===== src/rtl/pc_fetch_ctrl_pkg.sv =====
// Shared definitions for the PC fetch controller: FSM state encoding,
// default PC increment and a small alignment helper.
package pc_fetch_ctrl_pkg;

  typedef enum logic [1:0] {
    S_BOOT   = 2'd0,
    S_RUN    = 2'd1,
    S_HALTED = 2'd2,
    S_ERR    = 2'd3
  } pc_state_e;

  localparam logic [31:0] PC_INC_DEFAULT = 32'd4;

  // A fetch target is legal only when it lands on a 32-bit word boundary.
  function automatic logic is_word_aligned(input logic [31:0] addr);
    return (addr[1:0] == 2'b00);
  endfunction

endpackage


===== src/rtl/pc_fetch_ctrl_if.sv =====
// Fetch-side bundle between the PC stage and the next-PC mux / instruction
// memory. The master is the PC stage; the slave is everything around it.
interface pc_fetch_ctrl_if;
  logic [31:0] Address;
  logic        FetchReady;
  logic        Stall;
  logic        Halt;
  logic [31:0] PCResult;
  logic [31:0] PCPlus4;
  logic        PCValid;
  logic        AlignErr;
  logic [31:0] InstrCount;

  modport master (
    input  Address, FetchReady, Stall, Halt,
    output PCResult, PCPlus4, PCValid, AlignErr, InstrCount
  );

  modport slave (
    output Address, FetchReady, Stall, Halt,
    input  PCResult, PCPlus4, PCValid, AlignErr, InstrCount
  );
endinterface


===== src/rtl/pc_adder32.sv =====
// Plain 32-bit combinational adder; the carry out is intentionally dropped.
module pc_adder32 (
  input  logic [31:0] inA,
  input  logic [31:0] inB,
  output logic [31:0] out
);

  // Modulo-2^32 sum.
  always_comb begin
    out = inA + inB;
  end

endmodule


===== src/rtl/pc_fetch_ctrl.sv =====
// Program-counter stage: holds the PC, offers PC+increment to the next-PC
// mux, registers the mux output on each accepted fetch, sequences boot,
// halt and misalignment error, and counts retired fetches.
module pc_fetch_ctrl
  import pc_fetch_ctrl_pkg::*;
#(
  parameter logic [31:0] RESET_ADDR  = 32'h0000_0000,
  parameter logic [31:0] PC_INC      = PC_INC_DEFAULT,
  parameter int          BOOT_CYCLES = 2
) (
  input  logic            Clk,
  input  logic            Reset,
  pc_fetch_ctrl_if.master bus
);

  localparam logic [3:0] BOOT_LAST = 4'(BOOT_CYCLES - 1);

  pc_state_e   state_q, state_d;
  logic [3:0]  boot_cnt_q, boot_cnt_d;
  logic [31:0] pc_q, pc_d;
  logic [31:0] cnt_q, cnt_d;
  logic        valid_q, valid_d;
  logic        err_q, err_d;

  logic [31:0] pc_plus_inc;
  logic [31:0] cnt_inc;
  logic        fire;

  // PCPlus4 towards the mux inA.
  pc_adder32 u_pc_add (
    .inA (pc_q),
    .inB (PC_INC),
    .out (pc_plus_inc)
  );

  // Retired-fetch counter increment; wraps naturally at 2^32.
  pc_adder32 u_cnt_add (
    .inA (cnt_q),
    .inB (32'd1),
    .out (cnt_inc)
  );

  // Stall wins over FetchReady: a stalled cycle never accepts a fetch.
  always_comb begin
    fire = bus.FetchReady & ~bus.Stall;
  end

  // Next-state and register updates for the fetch FSM.
  always_comb begin
    state_d    = state_q;
    boot_cnt_d = boot_cnt_q;
    pc_d       = pc_q;
    cnt_d      = cnt_q;
    valid_d    = valid_q;
    err_d      = err_q;

    unique case (state_q)
      S_BOOT: begin
        valid_d    = 1'b0;
        boot_cnt_d = boot_cnt_q + 4'd1;
        if (boot_cnt_q == BOOT_LAST) begin
          state_d = S_RUN;
          valid_d = 1'b1;
        end
      end
      S_RUN: begin
        valid_d = 1'b1;
        if (fire && !is_word_aligned(bus.Address)) begin
          // Error outranks halt; the bad target is never loaded.
          err_d   = 1'b1;
          valid_d = 1'b0;
          state_d = S_ERR;
        end else begin
          if (fire) begin
            pc_d  = bus.Address;
            cnt_d = cnt_inc;
          end
          // An aligned fetch on the halting edge still commits.
          if (bus.Halt) begin
            valid_d = 1'b0;
            state_d = S_HALTED;
          end
        end
      end
      S_HALTED: begin
        valid_d = 1'b0;
      end
      S_ERR: begin
        valid_d = 1'b0;
        err_d   = 1'b1;
      end
      default: begin
        state_d = S_BOOT;
        valid_d = 1'b0;
      end
    endcase
  end

  // State and datapath registers with asynchronous active-low reset.
  always_ff @(posedge Clk or negedge Reset) begin
    if (!Reset) begin
      state_q    <= S_BOOT;
      boot_cnt_q <= 4'd0;
      pc_q       <= RESET_ADDR;
      cnt_q      <= 32'd0;
      valid_q    <= 1'b0;
      err_q      <= 1'b0;
    end else begin
      state_q    <= state_d;
      boot_cnt_q <= boot_cnt_d;
      pc_q       <= pc_d;
      cnt_q      <= cnt_d;
      valid_q    <= valid_d;
      err_q      <= err_d;
    end
  end

  assign bus.PCResult   = pc_q;
  assign bus.PCPlus4    = pc_plus_inc;
  assign bus.PCValid    = valid_q;
  assign bus.AlignErr   = err_q;
  assign bus.InstrCount = cnt_q;

endmodule


===== src/flat_wrapper.sv =====
// flat-port wrapper written by rule: the top's interface ports become plain ports
module pc_fetch_ctrl_flat import pc_fetch_ctrl_pkg::*;
#(
  parameter logic [31:0] RESET_ADDR  = 32'h0000_0000,
  parameter logic [31:0] PC_INC      = PC_INC_DEFAULT,
  parameter int          BOOT_CYCLES = 2
)
  (Clk, Reset, bus_Address, bus_FetchReady, bus_Stall, bus_Halt, bus_PCResult, bus_PCPlus4, bus_PCValid, bus_AlignErr, bus_InstrCount);
  pc_fetch_ctrl_if bus_i ();
  input  logic Clk;
  input  logic Reset;
  input wire logic [$bits(bus_i.Address)-1:0] bus_Address;
  input wire logic [$bits(bus_i.FetchReady)-1:0] bus_FetchReady;
  input wire logic [$bits(bus_i.Stall)-1:0] bus_Stall;
  input wire logic [$bits(bus_i.Halt)-1:0] bus_Halt;
  output wire logic [$bits(bus_i.PCResult)-1:0] bus_PCResult;
  output wire logic [$bits(bus_i.PCPlus4)-1:0] bus_PCPlus4;
  output wire logic [$bits(bus_i.PCValid)-1:0] bus_PCValid;
  output wire logic [$bits(bus_i.AlignErr)-1:0] bus_AlignErr;
  output wire logic [$bits(bus_i.InstrCount)-1:0] bus_InstrCount;
  assign bus_i.Address = bus_Address;
  assign bus_i.FetchReady = bus_FetchReady;
  assign bus_i.Stall = bus_Stall;
  assign bus_i.Halt = bus_Halt;
  assign bus_PCResult = bus_i.PCResult;
  assign bus_PCPlus4 = bus_i.PCPlus4;
  assign bus_PCValid = bus_i.PCValid;
  assign bus_AlignErr = bus_i.AlignErr;
  assign bus_InstrCount = bus_i.InstrCount;
  pc_fetch_ctrl #(.RESET_ADDR(RESET_ADDR), .PC_INC(PC_INC), .BOOT_CYCLES(BOOT_CYCLES)) u_core (.Clk(Clk), .Reset(Reset), .bus(bus_i));
endmodule

===== config.mk =====
export PLATFORM = sky130hd
export DESIGN_NAME = pc_fetch_ctrl_flat
export DESIGN_NICKNAME = d
export VERILOG_FILES = /design/src/rtl/pc_fetch_ctrl_pkg.sv /design/src/rtl/pc_fetch_ctrl_if.sv /design/src/rtl/pc_adder32.sv /design/src/rtl/pc_fetch_ctrl.sv /design/src/flat_wrapper.sv
export SDC_FILE = /design/constraint.sdc
export NUM_CORES = 1
export LEC_CHECK = 0
export BUFFER_PORTS_ARGS = -buffer_cell sky130_fd_sc_hd__buf_2
export CAP_MARGIN = 20
export CORE_MARGIN = 5
export CORE_UTILIZATION = 49
export CTS_CLUSTER_DIAMETER = 40
export DETAILED_ROUTE_END_ITERATION = 12
export GPL_ROUTABILITY_DRIVEN = 0
export PLACE_DENSITY = 0.91
export SYNTH_ARGS = -nofsm -noshare
export SYNTH_HDL_FRONTEND = slang
export SYNTH_SLANG_ARGS = --single-unit

===== constraint.sdc =====
create_clock -name Clk -period 2.1 [get_ports Clk]
set_input_delay 0.42 -clock Clk [delete_from_list [all_inputs] [get_ports Clk]]
set_output_delay 0.42 -clock Clk [all_outputs]
set_load 0.03 [all_outputs]

# Word-level counts from Yosys, hierarchy flattened
# Index checks and enable logic that the tools add are counted.
# op_classes
reduce_logical,10
bitwise,3
n_mux,10
order_cmp,0
eq_ne,7
n_div,0
n_addsub,3
shifts,0
mul,0
# op_table
op,count
"adder 32 x 1 -> 32 bit, second input constant",1
"adder 32 x 3 -> 32 bit, second input constant",1
two-way mux 2 bit,3
AND reduction 3 bit,2
"adder 4 x 1 -> 4 bit, second input constant",1
"equality test 2 bit, second input constant",2
"equality test 4 x 1 -> 1 bit, second input constant",1
logical NOT 2 bit,2
two-way mux 1 bit,4
"inequality test 2 x 1 -> 1 bit, second input constant",2
case mux 2 bit (2 select lines),1
nonzero test 2 bit,2
"inequality test 3 x 2 -> 1 bit, second input constant",1
case mux 1 bit (3 select lines),1
"equality test 2 x 1 -> 1 bit, second input constant",1
NOT 1 bit,2
case mux 1 bit (2 select lines),1
AND reduction 2 bit,1
OR reduction 2 bit,1
bitwise AND 1 bit,1
logical AND 1 bit,1
logical NOT 1 bit,1
# word_totals
reg_bits,72
input_bits,37
ramBits,0
output_inout_bits,98
latch_bits,0
romBits,0
memories,0

# Depth between registers and ports, before layout
# Gate-level depths: netlist of run 1.
# logic_depth
ltp_word,5
depth_mapped,7
ltp_nobuf,5

# Cells and area by module
# A second synthesis of run 1 with hierarchy kept.
# hier_totals
hier_cells,640
hier_area_um2,6444.9
# by_module_without_submodules
module,seq_area_each_um2,instances,cells_per_inst,area_per_inst_um2
pc_fetch_ctrl,1801.7,1,167,2980.4
pc_adder32 at u_core.u_cnt_add,0.0,1,241,1744.2
pc_adder32 at u_core.u_pc_add,0.0,1,232,1720.4

# Worst setup path before layout of run 1
# No wires, ideal clock.
# synth_timing
path_type,reg2out
from,"register u_core.pc_q[3], in the netlist u_core.bus.PCResult[3]"
to,output bus_PCPlus4[28]
arrival_ns,2.217
path_stages_with_launch,6
setup_slack_ns,-0.537
required_ns,1.680
n_path_buf,0
cell_sequence,dfrtp_1 ha_1 nand3_1 nor4_2 nand4_1 xnor2_1
# synth_via
elab_chain_len,1
# synth_rtl
element,line,text
"start, declared",pc_fetch_ctrl.sv:20,"logic [31:0] pc_q, pc_d;"
"start signal, assigned",pc_fetch_ctrl.sv:111,pc_q <= pc_d;
adder 32 x 3 -> 32 bit,pc_adder32.sv:10,out = inA + inB;
"end, declared",flat_wrapper.sv:17,output wire logic [$bits(bus_i.PCPlus4)-1:0] bus_PCPlus4;
# No other way between the ends.

# Worst setup path after layout of run 1
# layout_timing
from,"register u_core.pc_q[23], in the netlist u_core.bus.PCResult[23]"
to,output bus_PCPlus4[31]
# Same word-level chain as after synthesis.

==> results of run 1 <==
## worst max-delay path by stage
stage	end	slack, ps
floorplan	bus_PCPlus4[28]	-160
global placement	bus_PCPlus4[28]	-20
detailed placement	bus_PCPlus4[28]	-90
CTS	bus_PCPlus4[31]	-300
global route	bus_PCPlus4[28]	-580
finish	bus_PCPlus4[31]	-530
## repair_timing
item,CTS,global route
cloned,1,0
setup endpoints to repair,23,25
endpoints found under the hold margin,0,0
pin swaps,16,24
resized for setup,60,47
setup buffers,23,14
## cells in the mapped netlist
library cell	number
sky130_fd_sc_hd__nor4_1	2
sky130_fd_sc_hd__ha_1	4
sky130_fd_sc_hd__or4b_1	1
sky130_fd_sc_hd__and2_1	2
sky130_fd_sc_hd__xor2_1	12
sky130_fd_sc_hd__inv_1	3
sky130_fd_sc_hd__buf_4	4
sky130_fd_sc_hd__and3_1	8
sky130_fd_sc_hd__o21ai_0	3
sky130_fd_sc_hd__and4_1	5
sky130_fd_sc_hd__a21o_1	1
sky130_fd_sc_hd__nand2b_1	2
sky130_fd_sc_hd__nor3_1	4
sky130_fd_sc_hd__dfrtp_1	72
sky130_fd_sc_hd__buf_6	2
sky130_fd_sc_hd__nor4_4	2
sky130_fd_sc_hd__nor2_1	14
sky130_fd_sc_hd__nor3_2	2
sky130_fd_sc_hd__or2_1	1
sky130_fd_sc_hd__nor4_2	2
sky130_fd_sc_hd__clkbuf_1	1
sky130_fd_sc_hd__nand4_1	21
sky130_fd_sc_hd__buf_12	2
sky130_fd_sc_hd__mux2_4	21
sky130_fd_sc_hd__nand4_2	1
sky130_fd_sc_hd__mux2_2	3
sky130_fd_sc_hd__xnor2_1	50
sky130_fd_sc_hd__nand3_1	31
sky130_fd_sc_hd__a21oi_1	1
sky130_fd_sc_hd__o21bai_1	1
sky130_fd_sc_hd__nand2_1	35
sky130_fd_sc_hd__a21bo_2	1
## per-stage QoR
step | setup slack [ps] | TNS [ps] | instance area (µm²)
floorplan | -156 | -1130 | 3990
global placement | -22.7 | -22.7 | 4970
detailed placement | -89.0 | -211 | 4970
CTS | -305 | -4090 | 5630
global route | -577 | -8320 | 5900
finish | -534 | -6800 | 5900
## where the power goes
group	switching [W]	leakage (nW)	internal [W]
combinational	0.000140	2.10	0.0000969
clock	0.000540	0.124	0.000823
sequential	0.0000166	0.955	0.00140
## state kept, by name, indices dropped and copies added (netlist names)
| signal | cells |
|---|---|
| u_core.boot_cnt_q | 4 |
| u_core.bus.AlignErr | 1 |
| u_core.bus.InstrCount | 32 |
| u_core.bus.PCResult | 32 |
| u_core.bus.PCValid | 1 |
| u_core.state_q | 2 |
## placed cells by master (no fill, tap or decap), types with 16 or more instances in the layout
cell and count:
sky130_fd_sc_hd__buf_2 109, sky130_fd_sc_hd__buf_4 58, sky130_fd_sc_hd__nand2_1 30, sky130_fd_sc_hd__xnor2_1 32
sky130_fd_sc_hd__nand4_1 21, sky130_fd_sc_hd__buf_6 37, sky130_fd_sc_hd__dfrtp_2 16, sky130_fd_sc_hd__nand3_1 19
sky130_fd_sc_hd__dfrtp_1 56, sky130_fd_sc_hd__mux2_4 21
## cells by family (layout without fill, tap and decap cells)
kind of cell	Yosys count	in the layout	synth area share
AND/OR/NAND/NOR	133	133	0.203
flip-flops	72	72	0.496
buffers and inverters	12	224	0.0296
XOR/XNOR	62	62	0.149
adder cells (fa/ha/maj)	4	4	0.0138
AO/OA/AOI/OAI	7	7	0.0124
multiplexers	24	24	0.0960
## final cells by class
class	count	area, µm²	share of cell area
Multi-Input combinational cell	230	2280	0.386
Sequential cell	72	1820	0.309
Timing Repair Buffer	205	1420	0.240
Clock buffer	11	141	0.0240
Tap cell	99	124	0.0210
Clock inverter	5	104	0.0176
Inverter	3	11.3	0.00191
## metal layers
layer / GRT usage / routed length [µm] / vias up
met4: 0.111 / 647 / 0
met5: 0 / 0 / -
met2: 0.431 / 6590 / 170
met3: 0.0618 / 1150 / 56
met1: 0.277 / 4830 / 1687
li1: - / - / 1506
==> metrics.txt, run 1 <==
# TYPE chip_impl_metric gauge
chip_impl_info{name="outcome",value="complete, but fails checks"} 1
chip_impl_info{name="violations",value="negative setup slack"} 1
chip_impl_metric{name="critical_path_required",unit="ps"} 1680
chip_impl_metric{name="globalRouteTotalUtil",unit=""} 0.245
chip_impl_info{name="yosysTopAreaCell",value="sky130_fd_sc_hd__dfrtp_1"} 1
chip_impl_info{name="crit_path_start",value="u_core.bus.PCResult[23]"} 1
chip_impl_metric{name="final.min_clock_period",unit="ps"} 2630
chip_impl_info{name="setup.worst_path.end_class",value="output pin"} 1
chip_impl_info{name="critical_path.reg2reg.startpoint",value="u_core.state_q[1]"} 1
chip_impl_metric{name="fp.dieH",unit="µm"} 96.1
chip_impl_info{name="min-delay-path-class",value="in2async"} 1
chip_impl_metric{name="worst_pin_slew",unit="ps"} 445
chip_impl_metric{name="post-route-worst-setup-slack",unit="ps"} -534
chip_impl_metric{name="detail_route.drc_violations",unit=""} 0
chip_impl_metric{name="global_route_wire_length_before_repair",unit="µm"} 17000
chip_impl_metric{name="ys_seq_elements",unit=""} 72
chip_impl_metric{name="period_share",unit=""} 1.25
chip_impl_metric{name="final-hold-violation-count",unit=""} 0
chip_impl_metric{name="flow.area_growth_from_synthesis",unit="%"} 62.2
chip_impl_metric{name="detail_route.wirelength",unit="µm"} 13200
chip_impl_metric{name="cts_made_buffers",unit=""} 9
chip_impl_metric{name="drt-wirelength-per-cell",unit="µm"} 21.2
chip_impl_metric{name="timing.critical_path.slowest_cell_delay",unit="ps"} 400
chip_impl_metric{name="postRouteAntennaNets",unit=""} 0
chip_impl_metric{name="h-tree-depth",unit=""} 3
chip_impl_metric{name="tightest_slew_margin_relative_to_the_limit",unit=""} 0.702
chip_impl_metric{name="placement_rows",unit=""} 31
chip_impl_metric{name="worst-path-max-fanout",unit=""} 4
chip_impl_metric{name="place.detailed.instances",unit=""} 573
chip_impl_metric{name="peakVddDrop",unit="mV"} 0.342
chip_impl_metric{name="synth_top_area_frac",unit=""} 0.496
chip_impl_metric{name="yosys_warning_count",unit=""} 0
chip_impl_metric{name="num-nets-final",unit=""} 562
chip_impl_info{name="worst_path_most_repeated_cell",value="sky130_fd_sc_hd__and4_1"} 1
chip_impl_metric{name="synth_fp_nets",unit=""} 355
chip_impl_metric{name="io-pin-count",unit=""} 135
chip_impl_info{name="setup.worst_path.class",value="reg2out"} 1
chip_impl_metric{name="reg2reg_depth",unit=""} 5
chip_impl_info{name="critical_path.reg2reg.endpoint",value="u_core.bus.InstrCount[10]"} 1
chip_impl_info{name="root_buffer",value="sky130_fd_sc_hd__clkbuf_8"} 1
chip_impl_metric{name="final_cell_count_no_fill",unit=""} 625
chip_impl_metric{name="ff2ff_setup_slack",unit="ps"} 150
chip_impl_info{name="critical_path.cell_chain",value="and4_1 > and4_1 > nand4_1 > xnor2_4 > buf_6"} 1
chip_impl_metric{name="worstPathBufferInverterCount",unit=""} 1
chip_impl_metric{name="antenna_cells",unit=""} 0
chip_impl_metric{name="cts_buffer_depth",unit=""} 2
chip_impl_metric{name="vias_after_detailed_routing",unit=""} 3419
chip_impl_metric{name="clock-skew-final",unit="ps"} 11.2
chip_impl_metric{name="cts_sinks",unit=""} 72
chip_impl_metric{name="clkTransAtPathRegs",unit="ps"} 80
chip_impl_metric{name="critical_path_cell_count",unit=""} 5
chip_impl_metric{name="synth_seq_area_share",unit=""} 0.496
chip_impl_metric{name="fin_util",unit=""} 0.813
chip_impl_metric{name="post_route_cells_drive_above_1_share",unit=""} 0.595
chip_impl_metric{name="postSynthCellCount",unit=""} 314
chip_impl_metric{name="final_total_pwr",unit="W"} 0.00302
chip_impl_metric{name="synth.lib_cells_used.distinct",unit=""} 32
chip_impl_metric{name="clkLatencyLatePin",unit="ps"} 340
chip_impl_info{name="setup.worst_path.start_class",value="flip-flop"} 1
chip_impl_metric{name="antenna_violations_before_repair",unit=""} 0
chip_impl_metric{name="chipWidth",unit="µm"} 96.1
chip_impl_metric{name="power-per-cell-area",unit="nW/µm²"} 512
chip_impl_metric{name="slew_violations",unit=""} 0
chip_impl_metric{name="maximum_number_of_pins_on_one_net_before_global_route_repair",unit=""} 38
chip_impl_metric{name="max_clock_freq",unit="GHz"} 0.380
chip_impl_metric{name="dpl.hpwl",unit="µm"} 7050
chip_impl_metric{name="drtPass1Iterations",unit=""} 4
chip_impl_metric{name="globalRouteOverflowTotal",unit=""} 0
chip_impl_metric{name="avgSynthCellArea",unit="µm²"} 11.6
chip_impl_metric{name="via_count_of_the_first_global_routing_pass",unit=""} 3343
chip_impl_metric{name="die_area",unit="µm²"} 9240
chip_impl_info{name="critPathSlowestCell",value="sky130_fd_sc_hd__dfrtp_1"} 1
chip_impl_metric{name="setup_violations",unit=""} 24
chip_impl_metric{name="cap_viol_max_count",unit=""} 0
chip_impl_metric{name="placement.io_buffers",unit=""} 134
chip_impl_metric{name="fill_cells",unit=""} 386
chip_impl_metric{name="static-leakage-power",unit="nW"} 3.18
chip_impl_metric{name="start_util",unit=""} 0.501
chip_impl_info{name="crit_family",value="simple AND/OR/NAND/NOR gates"} 1
chip_impl_metric{name="timing.critical_path.arrival",unit="ps"} 2210
chip_impl_info{name="synthTopCellsByArea",value="sky130_fd_sc_hd__dfrtp_1, sky130_fd_sc_hd__xnor2_1, sky130_fd_sc_hd__mux2_4, sky130_fd_sc_hd__nand3_1, sky130_fd_sc_hd__nand2_1"} 1
chip_impl_info{name="rsz0062_at_grt",value="yes"} 1
chip_impl_metric{name="syn_area",unit="µm²"} 3630
chip_impl_metric{name="final.hold.worst_slack",unit="ps"} 120
chip_impl_info{name="tritoncts",value="done"} 1
chip_impl_metric{name="core_footprint",unit="µm²"} 7250
chip_impl_metric{name="holdBufCountCts",unit=""} 0
chip_impl_metric{name="detail_route.iter0.violations",unit=""} 186
chip_impl_metric{name="via_per_inst",unit=""} 5.47
Power figures use the tool's default switching activity.
==> run 2: changes to the inputs <==
==> constraint.sdc (replaced) <==
create_clock -name Clk -period 2.1 [get_ports Clk]
set_input_delay 0.21 -clock Clk [delete_from_list [all_inputs] [get_ports Clk]]
set_output_delay 0.21 -clock Clk [all_outputs]
set_load 0.03 [all_outputs]
==> metrics.txt, run 2 (synthesis gave the netlist of run 1 again) <==
# TYPE chip_impl_metric gauge
chip_impl_metric{name="clkLatencyLatePin",unit="ps"} 330
chip_impl_metric{name="detail_route.wirelength",unit="µm"} 11000
chip_impl_info{name="setup.worst_path.class",value="reg2out"} 1
chip_impl_metric{name="final-hold-violation-count",unit=""} 0
chip_impl_metric{name="place_ws",unit="ps"} 58.0
chip_impl_metric{name="tightest_slew_margin_relative_to_the_limit",unit=""} 0.536
chip_impl_metric{name="chipWidth",unit="µm"} 96.1
chip_impl_info{name="top_usage_layer",value="met2"} 1
chip_impl_metric{name="flow.area_growth_from_synthesis",unit="%"} 45.8
chip_impl_metric{name="period_share",unit=""} 1.07
chip_impl_info{name="final_cell_mix",value="sky130_fd_sc_hd__buf_2, sky130_fd_sc_hd__dfrtp_1, sky130_fd_sc_hd__buf_4"} 1
chip_impl_info{name="worst_path_most_repeated_cell",value="sky130_fd_sc_hd__buf_6"} 1
chip_impl_metric{name="core_footprint",unit="µm²"} 7250
chip_impl_metric{name="fin_util",unit=""} 0.731
chip_impl_metric{name="worst-path-max-fanout",unit=""} 8
chip_impl_metric{name="start_util",unit=""} 0.501
chip_impl_info{name="critPathSlowestCell",value="sky130_fd_sc_hd__dfrtp_2"} 1
chip_impl_info{name="layout.cells.most_common",value="sky130_fd_sc_hd__buf_2"} 1
chip_impl_info{name="critical_path.cell_chain",value="buf_6 > nand4_1 > nor4_4 > buf_6 > nand4_1 > xnor2_2 > buf_6"} 1
chip_impl_metric{name="max_clock_freq",unit="GHz"} 0.445
chip_impl_metric{name="static-leakage-power",unit="nW"} 2.87
chip_impl_metric{name="global_route_wire_length_before_repair",unit="µm"} 15200
chip_impl_info{name="min-delay-path-class",value="in2reg"} 1
chip_impl_info{name="root_buffer",value="sky130_fd_sc_hd__clkbuf_8"} 1
chip_impl_metric{name="gr_layer_usage_met3",unit=""} 0.0446
chip_impl_metric{name="timing.critical_path.arrival",unit="ps"} 2040
chip_impl_metric{name="via_per_inst",unit=""} 5.48
chip_impl_metric{name="slew_violations",unit=""} 0
chip_impl_metric{name="setup_violations",unit=""} 14
chip_impl_metric{name="fp.dieH",unit="µm"} 96.1
chip_impl_metric{name="post_route_cells_drive_above_1_share",unit=""} 0.545
chip_impl_metric{name="h-tree-depth",unit=""} 3
chip_impl_info{name="setup.worst_path.start_class",value="flip-flop"} 1
chip_impl_metric{name="detail_route.drc_violations",unit=""} 0
chip_impl_metric{name="globalRouteTotalUtil",unit=""} 0.212
chip_impl_metric{name="post-route-worst-setup-slack",unit="ps"} -148
chip_impl_metric{name="io-pin-count",unit=""} 135
chip_impl_info{name="violations",value="negative setup slack"} 1
chip_impl_metric{name="antenna_cells",unit=""} 0
chip_impl_metric{name="globalRouteOverflowTotal",unit=""} 0
chip_impl_metric{name="drtPass1Iterations",unit=""} 5
chip_impl_metric{name="layout.area.seq",unit="µm²"} 1820
chip_impl_metric{name="cts_sinks",unit=""} 72
chip_impl_info{name="rsz0062_at_grt",value="yes"} 1
chip_impl_metric{name="clock-skew-final",unit="ps"} 6.80
chip_impl_metric{name="multiInputGateArea",unit="µm²"} 2030
chip_impl_metric{name="final.hold.worst_slack",unit="ps"} 62.9
chip_impl_metric{name="final.min_clock_period",unit="ps"} 2250
chip_impl_metric{name="ff2ff_setup_slack",unit="ps"} 150
chip_impl_metric{name="fill_cells",unit=""} 460
chip_impl_metric{name="peakVddDrop",unit="mV"} 0.338
chip_impl_metric{name="clkTransAtPathRegs",unit="ps"} 70
chip_impl_metric{name="cap_viol_max_count",unit=""} 0
chip_impl_metric{name="drt-wirelength-per-cell",unit="µm"} 18.4
chip_impl_metric{name="placement_rows",unit=""} 31
chip_impl_metric{name="antenna_violations_before_repair",unit=""} 0
chip_impl_metric{name="postRouteAntennaNets",unit=""} 0
chip_impl_metric{name="maximum_number_of_pins_on_one_net_before_global_route_repair",unit=""} 41
chip_impl_metric{name="placement.io_buffers",unit=""} 134
chip_impl_metric{name="power-per-cell-area",unit="nW/µm²"} 519
chip_impl_info{name="setup.worst_path.end_class",value="output pin"} 1
chip_impl_info{name="tritoncts",value="done"} 1
chip_impl_metric{name="grt_use_met1",unit=""} 0.264
chip_impl_metric{name="die_area",unit="µm²"} 9240
chip_impl_metric{name="vias_after_detailed_routing",unit=""} 3258
chip_impl_metric{name="timing.critical_path.slowest_cell_delay",unit="ps"} 400
chip_impl_metric{name="critical_path_required",unit="ps"} 1890
chip_impl_metric{name="num-nets-final",unit=""} 531
chip_impl_metric{name="cts_buffer_depth",unit=""} 2
chip_impl_metric{name="worst_pin_slew",unit="ps"} 696
chip_impl_metric{name="cts_made_buffers",unit=""} 9
chip_impl_metric{name="via_count_of_the_first_global_routing_pass",unit=""} 3055
chip_impl_metric{name="dpl.hpwl",unit="µm"} 6910
chip_impl_metric{name="groute.layer.met2.usage",unit=""} 0.358
chip_impl_metric{name="setup_tns",unit="ps"} -963
chip_impl_metric{name="detail_route.iter0.violations",unit=""} 187
chip_impl_info{name="outcome",value="complete, but fails checks"} 1
==> run 2: cell types whose count changed in the layout (fill, tap and decap cells not counted), sizes merged <==
cell,change
dlygate4sd3,+1
clkbuf,+4
bufinv,-2
buf,-34
==> run 2: what timing repair did <==
action                     CTS  global route
buffers inserted            10            13
hold endpoints to repair    27             0
gates resized for setup     30            52
gates cloned                 0             1
setup endpoints to repair   20            20
hold buffers                 1             0
pin swaps                    7            16
==> run 2: critical path: cells and delay by family, from the launching register on <==
family | cells | cell delay (ps)
flops | 1 | 400
buf+inv | 3 | 460
xor+xnor | 1 | 230
simple gates | 3 | 620
==> run 2: report_power, final <==
part           total, W  switching [W]  internal, W
sequential      0.00142      0.0000215      0.00140
clock           0.00112       0.000505     0.000612
combinational  0.000211       0.000125    0.0000861
==> run 2: path summary, 6_finish.rpt <==
path	end	cells after the start	startpoint
min in group asynchronous	u_core.bus.PCResult[26]	2	Reset
setup / recovery	bus_PCPlus4[17]	7	u_core.bus.PCResult[2]
hold reg to reg	u_core.bus.AlignErr	1	u_core.bus.AlignErr
max in group asynchronous	u_core.bus.InstrCount[5]	3	Reset
hold / removal	u_core.bus.PCResult[8]	3	bus_Address[8]
setup reg to reg	u_core.bus.InstrCount[17]	5	u_core.state_q[1]
==> run 2: cell type report <==
cell class / instances / area share
sequential: 72 / 0.344
tap: 99 / 0.0234
multi-input combinational: 230 / 0.383
clock buffer: 13 / 0.0300
clock inverter: 3 / 0.00755
timing repair buffer: 174 / 0.210
inverter: 3 / 0.00212
==> run 2: per-stage QoR <==
stage               cell area [µm²]  std cells  total power, W
floorplan                      3820        314         0.00153
global route                   5300        594         0.00286
global placement               4670        553         0.00163
detailed placement             4670        553         0.00163
finish                         5300        594         0.00275
CTS                            5050        580         0.00275
==> run 2: per-layer routing <==
| layer | up-vias | wire length (µm) |
|---|---|---|
| li1 | 1445 | - |
| met1 | 1584 | 4080 |
| met2 | 198 | 5450 |
| met3 | 31 | 1150 |
| met4 | 0 | 275 |
| met5 | - | 0 |
==> run 3: changes to the inputs <==
--- a/config.mk
+++ b/config.mk
@@ -8,11 +8,12 @@
 export BUFFER_PORTS_ARGS = -buffer_cell sky130_fd_sc_hd__buf_2
 export CAP_MARGIN = 20
 export CORE_MARGIN = 5
-export CORE_UTILIZATION = 49
+export CORE_UTILIZATION = 56
 export CTS_CLUSTER_DIAMETER = 40
 export DETAILED_ROUTE_END_ITERATION = 12
 export GPL_ROUTABILITY_DRIVEN = 0
-export PLACE_DENSITY = 0.91
+export PLACE_DENSITY = 0.92
 export SYNTH_ARGS = -nofsm -noshare
 export SYNTH_HDL_FRONTEND = slang
+export SYNTH_HIERARCHICAL = 1
 export SYNTH_SLANG_ARGS = --single-unit
==> constraint.sdc (replaced) <==
create_clock -name Clk -period 2.1 [get_ports Clk]
set_input_delay 0.105 -clock Clk [delete_from_list [all_inputs] [get_ports Clk]]
set_output_delay 0.105 -clock Clk [all_outputs]
set_load 0.03 [all_outputs]
==> metrics.txt, run 3 <==
# TYPE chip_impl_metric gauge
chip_impl_metric{name="syn_area",unit="µm²"} 6440
chip_impl_metric{name="share_of_synthesized_flip_flops_with_an_asynchronous_set_or_reset",unit=""} 1.00
chip_impl_metric{name="synth_top_area_frac",unit=""} 0.280
chip_impl_metric{name="cts_sinks",unit=""} 72
chip_impl_metric{name="globalRouteOverflowTotal",unit=""} 3
chip_impl_metric{name="globalRouteTotalUtil",unit=""} 0.736
chip_impl_metric{name="fp.dieH",unit="µm"} 117
chip_impl_metric{name="synth.lib_cells_used.distinct",unit=""} 81
chip_impl_metric{name="ys_seq_elements",unit=""} 72
chip_impl_metric{name="placement.io_buffers",unit=""} 134
chip_impl_metric{name="maximum_number_of_pins_on_one_net_before_global_route_repair",unit=""} 40
chip_impl_info{name="synthTopCellsByArea",value="sky130_fd_sc_hd__dfrtp_1, sky130_fd_sc_hd__mux2_4, sky130_fd_sc_hd__ha_1, sky130_fd_sc_hd__xnor2_1, sky130_fd_sc_hd__a21oi_1"} 1
chip_impl_info{name="yosysTopAreaCell",value="sky130_fd_sc_hd__dfrtp_1"} 1
chip_impl_metric{name="avgSynthCellArea",unit="µm²"} 10.1
chip_impl_info{name="postSynth.topFlopCell",value="sky130_fd_sc_hd__dfrtp_1"} 1
chip_impl_info{name="yosys.cell_count.top_type",value="sky130_fd_sc_hd__dfrtp_1"} 1
chip_impl_metric{name="cts_made_buffers",unit=""} 9
chip_impl_info{name="run.stop_error",value="[ERROR GRT-0232] Routing congestion too high. Check the congestion heatmap in the GUI."} 1
chip_impl_metric{name="synth_enable_flop_cells",unit=""} 0
chip_impl_metric{name="postSynthCellCount",unit=""} 640
chip_impl_metric{name="place_ws",unit="ps"} -494
chip_impl_metric{name="dpl.hpwl",unit="µm"} 15000
chip_impl_metric{name="cts_buffer_depth",unit=""} 2
chip_impl_metric{name="chipWidth",unit="µm"} 117
chip_impl_info{name="worstEpCategory",value="top-level output"} 1
chip_impl_info{name="root_buffer",value="sky130_fd_sc_hd__clkbuf_16"} 1
chip_impl_metric{name="placement_rows",unit=""} 39
chip_impl_info{name="flow.stopped_at",value="global routing"} 1
chip_impl_info{name="repair-timing-grt-worst-ep",value="bus_PCPlus4[28]"} 1
chip_impl_metric{name="h-tree-depth",unit=""} 3
chip_impl_metric{name="synth_seq_area_share",unit=""} 0.280
chip_impl_metric{name="yosys_warning_count",unit=""} 6
chip_impl_info{name="top_cells_by_count_synth",value="sky130_fd_sc_hd__dfrtp_1, sky130_fd_sc_hd__ha_1, sky130_fd_sc_hd__mux2_4, sky130_fd_sc_hd__a21oi_1, sky130_fd_sc_hd__nand2_1"} 1
chip_impl_metric{name="start_util",unit=""} 0.567
chip_impl_metric{name="io-pin-count",unit=""} 135
chip_impl_metric{name="antenna_violations_before_repair",unit=""} 6
chip_impl_info{name="outcome",value="aborted with a tool error"} 1
-- run 3: cells by family after synthesis --
family                     Yosys count  share of synthesized area
adders and majority gates           66                      0.130
AOI/OAI and AO/OA                  191                      0.214
buffers and inverters               41                     0.0330
and+or+nand+nor                    142                      0.113
DFF                                 72                      0.280
other                                2                    0.00117
muxes                               65                      0.147
xor gates and xnor gates            61                     0.0829
-- run 3: repair_timing --
action                                 4_1_cts
pin swaps                                   60
endpoints found under the hold margin       66
hold buffers                                30
gates resized for setup                     93
setup endpoints to repair                   46
buffers inserted                            12
-- run 3: routing by layer --
layer,GRT overflow,track usage
met5,0,0.341
met3,0,0.679
met1,0,0.720
met2,1,0.860
met4,2,0.691
-- run 3: metrics by stage --
step,TNS [ps],area [µm²],cells,hold WS (ps)
2_1_floorplan,-4600,7230,704,-191
3_3_place_gp,-6950,8890,1081,103
3_5_place_dp,-8950,8890,1081,102
4_1_cts,-16300,10100,1139,0.0516
==> run 4: changes to the inputs <==
--- a/config.mk
+++ b/config.mk
@@ -8,11 +8,10 @@
 export BUFFER_PORTS_ARGS = -buffer_cell sky130_fd_sc_hd__buf_2
 export CAP_MARGIN = 20
 export CORE_MARGIN = 5
-export CORE_UTILIZATION = 56
-export CTS_CLUSTER_DIAMETER = 40
+export CORE_UTILIZATION = 40
 export DETAILED_ROUTE_END_ITERATION = 12
 export GPL_ROUTABILITY_DRIVEN = 0
-export PLACE_DENSITY = 0.92
+export PLACE_DENSITY_LB_ADDON = 0.15
 export SYNTH_ARGS = -nofsm -noshare
 export SYNTH_HDL_FRONTEND = slang
 export SYNTH_HIERARCHICAL = 1
==> metrics.txt, run 4 <==
# TYPE chip_impl_metric gauge
chip_impl_info{name="outcome",value="complete, but fails checks"} 1
chip_impl_info{name="violations",value="negative setup slack"} 1
chip_impl_metric{name="tightest_slew_margin_relative_to_the_limit",unit=""} 0.613
chip_impl_metric{name="synth_top_area_frac",unit=""} 0.280
chip_impl_metric{name="h-tree-depth",unit=""} 3
chip_impl_metric{name="clock-skew-final",unit="ps"} 12.1
chip_impl_metric{name="detail_route.wirelength",unit="µm"} 19100
chip_impl_info{name="top_cells_by_count_synth",value="sky130_fd_sc_hd__dfrtp_1, sky130_fd_sc_hd__ha_1, sky130_fd_sc_hd__mux2_4, sky130_fd_sc_hd__a21oi_1, sky130_fd_sc_hd__nand2_1"} 1
chip_impl_metric{name="detail_route.drc_violations",unit=""} 0
chip_impl_info{name="postSynth.topFlopCell",value="sky130_fd_sc_hd__dfrtp_1"} 1
chip_impl_metric{name="fp.dieH",unit="µm"} 137
chip_impl_metric{name="globalRouteOverflowTotal",unit=""} 0
chip_impl_metric{name="share_of_synthesized_flip_flops_with_an_asynchronous_set_or_reset",unit=""} 1.00
chip_impl_metric{name="via_per_inst",unit=""} 5.17
chip_impl_metric{name="dpl.hpwl",unit="µm"} 14500
chip_impl_metric{name="globalRouteTotalUtil",unit=""} 0.205
chip_impl_metric{name="slew_violations",unit=""} 0
chip_impl_metric{name="flow.area_growth_from_synthesis",unit="%"} 59.2
chip_impl_metric{name="io-pin-count",unit=""} 135
chip_impl_info{name="root_buffer",value="sky130_fd_sc_hd__clkbuf_16"} 1
chip_impl_info{name="critical_path.reg2reg.startpoint",value="u_core/bus.InstrCount[0]"} 1
chip_impl_info{name="rsz0062_at_grt",value="yes"} 1
chip_impl_metric{name="chipWidth",unit="µm"} 137
chip_impl_metric{name="cts_made_buffers",unit=""} 9
chip_impl_info{name="final_cell_mix",value="sky130_fd_sc_hd__buf_4, sky130_fd_sc_hd__buf_2, sky130_fd_sc_hd__conb_1"} 1
chip_impl_metric{name="worst_pin_slew",unit="ps"} 575
chip_impl_metric{name="drtPass1Iterations",unit=""} 5
chip_impl_metric{name="start_util",unit=""} 0.407
chip_impl_info{name="yosysTopAreaCell",value="sky130_fd_sc_hd__dfrtp_1"} 1
chip_impl_info{name="crit_path_start",value="u_core/bus.PCResult[3]"} 1
chip_impl_metric{name="yosys_warning_count",unit=""} 6
chip_impl_metric{name="final.hold.worst_slack",unit="ps"} 17.3
chip_impl_metric{name="fin_area",unit="µm²"} 10300
chip_impl_metric{name="hold-path-cell-count",unit=""} 2
chip_impl_metric{name="worst-path-max-fanout",unit=""} 4
chip_impl_metric{name="final.min_clock_period",unit="ps"} 2730
chip_impl_metric{name="final-hold-violation-count",unit=""} 0
chip_impl_metric{name="timing.critical_path.arrival",unit="ps"} 2620
chip_impl_metric{name="placement.io_buffers",unit=""} 134
chip_impl_metric{name="reg2reg_depth",unit=""} 10
chip_impl_metric{name="placement_rows",unit=""} 46
chip_impl_metric{name="maximum_number_of_pins_on_one_net_before_global_route_repair",unit=""} 38
chip_impl_metric{name="via_count_of_the_first_global_routing_pass",unit=""} 6538
chip_impl_metric{name="critical_path_required",unit="ps"} 2000
chip_impl_metric{name="peakVddDrop",unit="mV"} 0.394
chip_impl_info{name="setup.worst_path.end_class",value="output pin"} 1
chip_impl_metric{name="period_share",unit=""} 1.30
chip_impl_metric{name="static-leakage-power",unit="nW"} 5.41
chip_impl_metric{name="antenna_violations_before_repair",unit=""} 0
chip_impl_metric{name="max_clock_freq",unit="GHz"} 0.366
chip_impl_metric{name="place_area",unit="µm²"} 8980
chip_impl_info{name="min-delay-path-class",value="in2reg"} 1
chip_impl_metric{name="setup_tns",unit="ps"} -15360
chip_impl_metric{name="cts_sinks",unit=""} 72
chip_impl_metric{name="cts_buffer_depth",unit=""} 2
chip_impl_info{name="tritoncts",value="done"} 1
chip_impl_metric{name="post_route_cells_drive_above_1_share",unit=""} 0.481
chip_impl_info{name="setup.worst_path.class",value="reg2out"} 1
chip_impl_metric{name="clkTransAtPathRegs",unit="ps"} 60
chip_impl_metric{name="fin_util",unit=""} 0.648
chip_impl_info{name="setup.worst_path.start_class",value="flip-flop"} 1
chip_impl_metric{name="final_total_pwr",unit="W"} 0.00738
chip_impl_metric{name="synth.lib_cells_used.distinct",unit=""} 81
chip_impl_metric{name="clkLatencyLatePin",unit="ps"} 350
chip_impl_metric{name="cap_viol_max_count",unit=""} 0
chip_impl_metric{name="global_route_wire_length_before_repair",unit="µm"} 31300
chip_impl_metric{name="detail_route.iter0.violations",unit=""} 325
chip_impl_metric{name="synth_seq_area_share",unit=""} 0.280
chip_impl_metric{name="avgSynthCellArea",unit="µm²"} 10.1
chip_impl_info{name="yosys.cell_count.top_type",value="sky130_fd_sc_hd__dfrtp_1"} 1
chip_impl_metric{name="fill_cells",unit=""} 1269
chip_impl_info{name="hold_path.startpoint",value="bus_Address[14]"} 1
chip_impl_metric{name="postRouteAntennaNets",unit=""} 0
chip_impl_metric{name="postSynthCellCount",unit=""} 640
chip_impl_metric{name="ys_seq_elements",unit=""} 72
chip_impl_metric{name="power-per-cell-area",unit="nW/µm²"} 719
chip_impl_metric{name="syn_area",unit="µm²"} 6440
chip_impl_metric{name="die_area",unit="µm²"} 18800
chip_impl_metric{name="core_footprint",unit="µm²"} 15800
chip_impl_metric{name="num-nets-final",unit=""} 1094
chip_impl_metric{name="drt-wirelength-per-cell",unit="µm"} 15.8
chip_impl_info{name="layout.cells.most_common",value="sky130_fd_sc_hd__buf_4"} 1
chip_impl_info{name="synthTopCellsByArea",value="sky130_fd_sc_hd__dfrtp_1, sky130_fd_sc_hd__mux2_4, sky130_fd_sc_hd__ha_1, sky130_fd_sc_hd__xnor2_1, sky130_fd_sc_hd__a21oi_1"} 1
chip_impl_metric{name="vias_after_detailed_routing",unit=""} 6275
chip_impl_metric{name="post-route-worst-setup-slack",unit="ps"} -629
chip_impl_metric{name="setup_violations",unit=""} 48
chip_impl_metric{name="synth_enable_flop_cells",unit=""} 0
## run 4: cell counts after synthesis
Identical to the previous run, type by type.
## run 4: stage by stage
stage	instances	setup WS [ps]
6_report	1213	-629
5_1_grt	1212	-725
4_1_cts	1205	-668
3_5_place_dp	1151	-423
2_1_floorplan	704	-517
3_3_place_gp	1151	-392
## run 4: layer usage
layer  routed length [µm]  vias up  track usage
met5                    0        -            0
met2                 9920      186        0.378
met3                  993       28       0.0360
li1                     -     3038            -
met4                  373        0       0.0621
met1                 7850     3023        0.242
## run 4: logic make-up (layout without fill, tap and decap cells)
family          count (synthesis)  count (layout)  synth area share
xor+xnor                       61              61            0.0829
mux                            65              65             0.147
fa+ha+maj                      66              66             0.130
other cells                     2              67           0.00117
flops                          72              72             0.280
compound gates                191             191             0.214
simple gates                  142             142             0.113
buf+inv                        41             333            0.0330
## run 4: final timing paths
| path | to | slack (ps) |
|---|---|---|
| setup / recovery | bus_PCPlus4[30] | -630 |
| hold / removal | u_core/bus.PCResult[14] | 20 |
| setup reg to reg | u_core/bus.InstrCount[31] | -330 |
| hold reg to reg | u_core/boot_cnt_q[3] | 480 |
| max in group asynchronous | u_core/bus.PCResult[10] | 1210 |
| min in group asynchronous | u_core/bus.InstrCount[7] | 280 |
## run 4: what timing repair did
| item | 4_1_cts | 5_1_grt |
|---|---|---|
| endpoints found under the setup margin | 47 | 49 |
| hold endpoints to repair | 63 | 0 |
| hold buffers | 29 | 0 |
| buffers inserted | 13 | 10 |
| pin swaps | 50 | 28 |
| resized for setup | 97 | 27 |
## run 4: area by class of cell
type	instances	area [µm²]	share of cell area
Clock buffer	10	239	0.0233
Timing Repair Buffer	302	2280	0.222
Clock inverter	6	43.8	0.00427
Inverter	15	56.3	0.00549
Multi-Input combinational cell	591	5540	0.540
Sequential cell	72	1820	0.178
Tap cell	216	270	0.0263
Antenna cell	1	2.50	0.000244
## run 4: report_power, final
group          internal, W  leakage (nW)  switching (W)
Sequential         0.00158         0.944       0.000168
Combinational      0.00192          4.32        0.00220
Clock             0.000837         0.139       0.000671
## run 4: critical path: stages (launching register included)
cell and delay, ps:
sky130_fd_sc_hd__dfrtp_2 420, sky130_fd_sc_hd__ha_4 220, sky130_fd_sc_hd__and3_4 180, sky130_fd_sc_hd__a221oi_4 320, sky130_fd_sc_hd__o211ai_4 150, sky130_fd_sc_hd__a311oi_4 290, sky130_fd_sc_hd__nor2_2 100, sky130_fd_sc_hd__a211oi_2 290
sky130_fd_sc_hd__xnor2_2 160, sky130_fd_sc_hd__buf_6 160
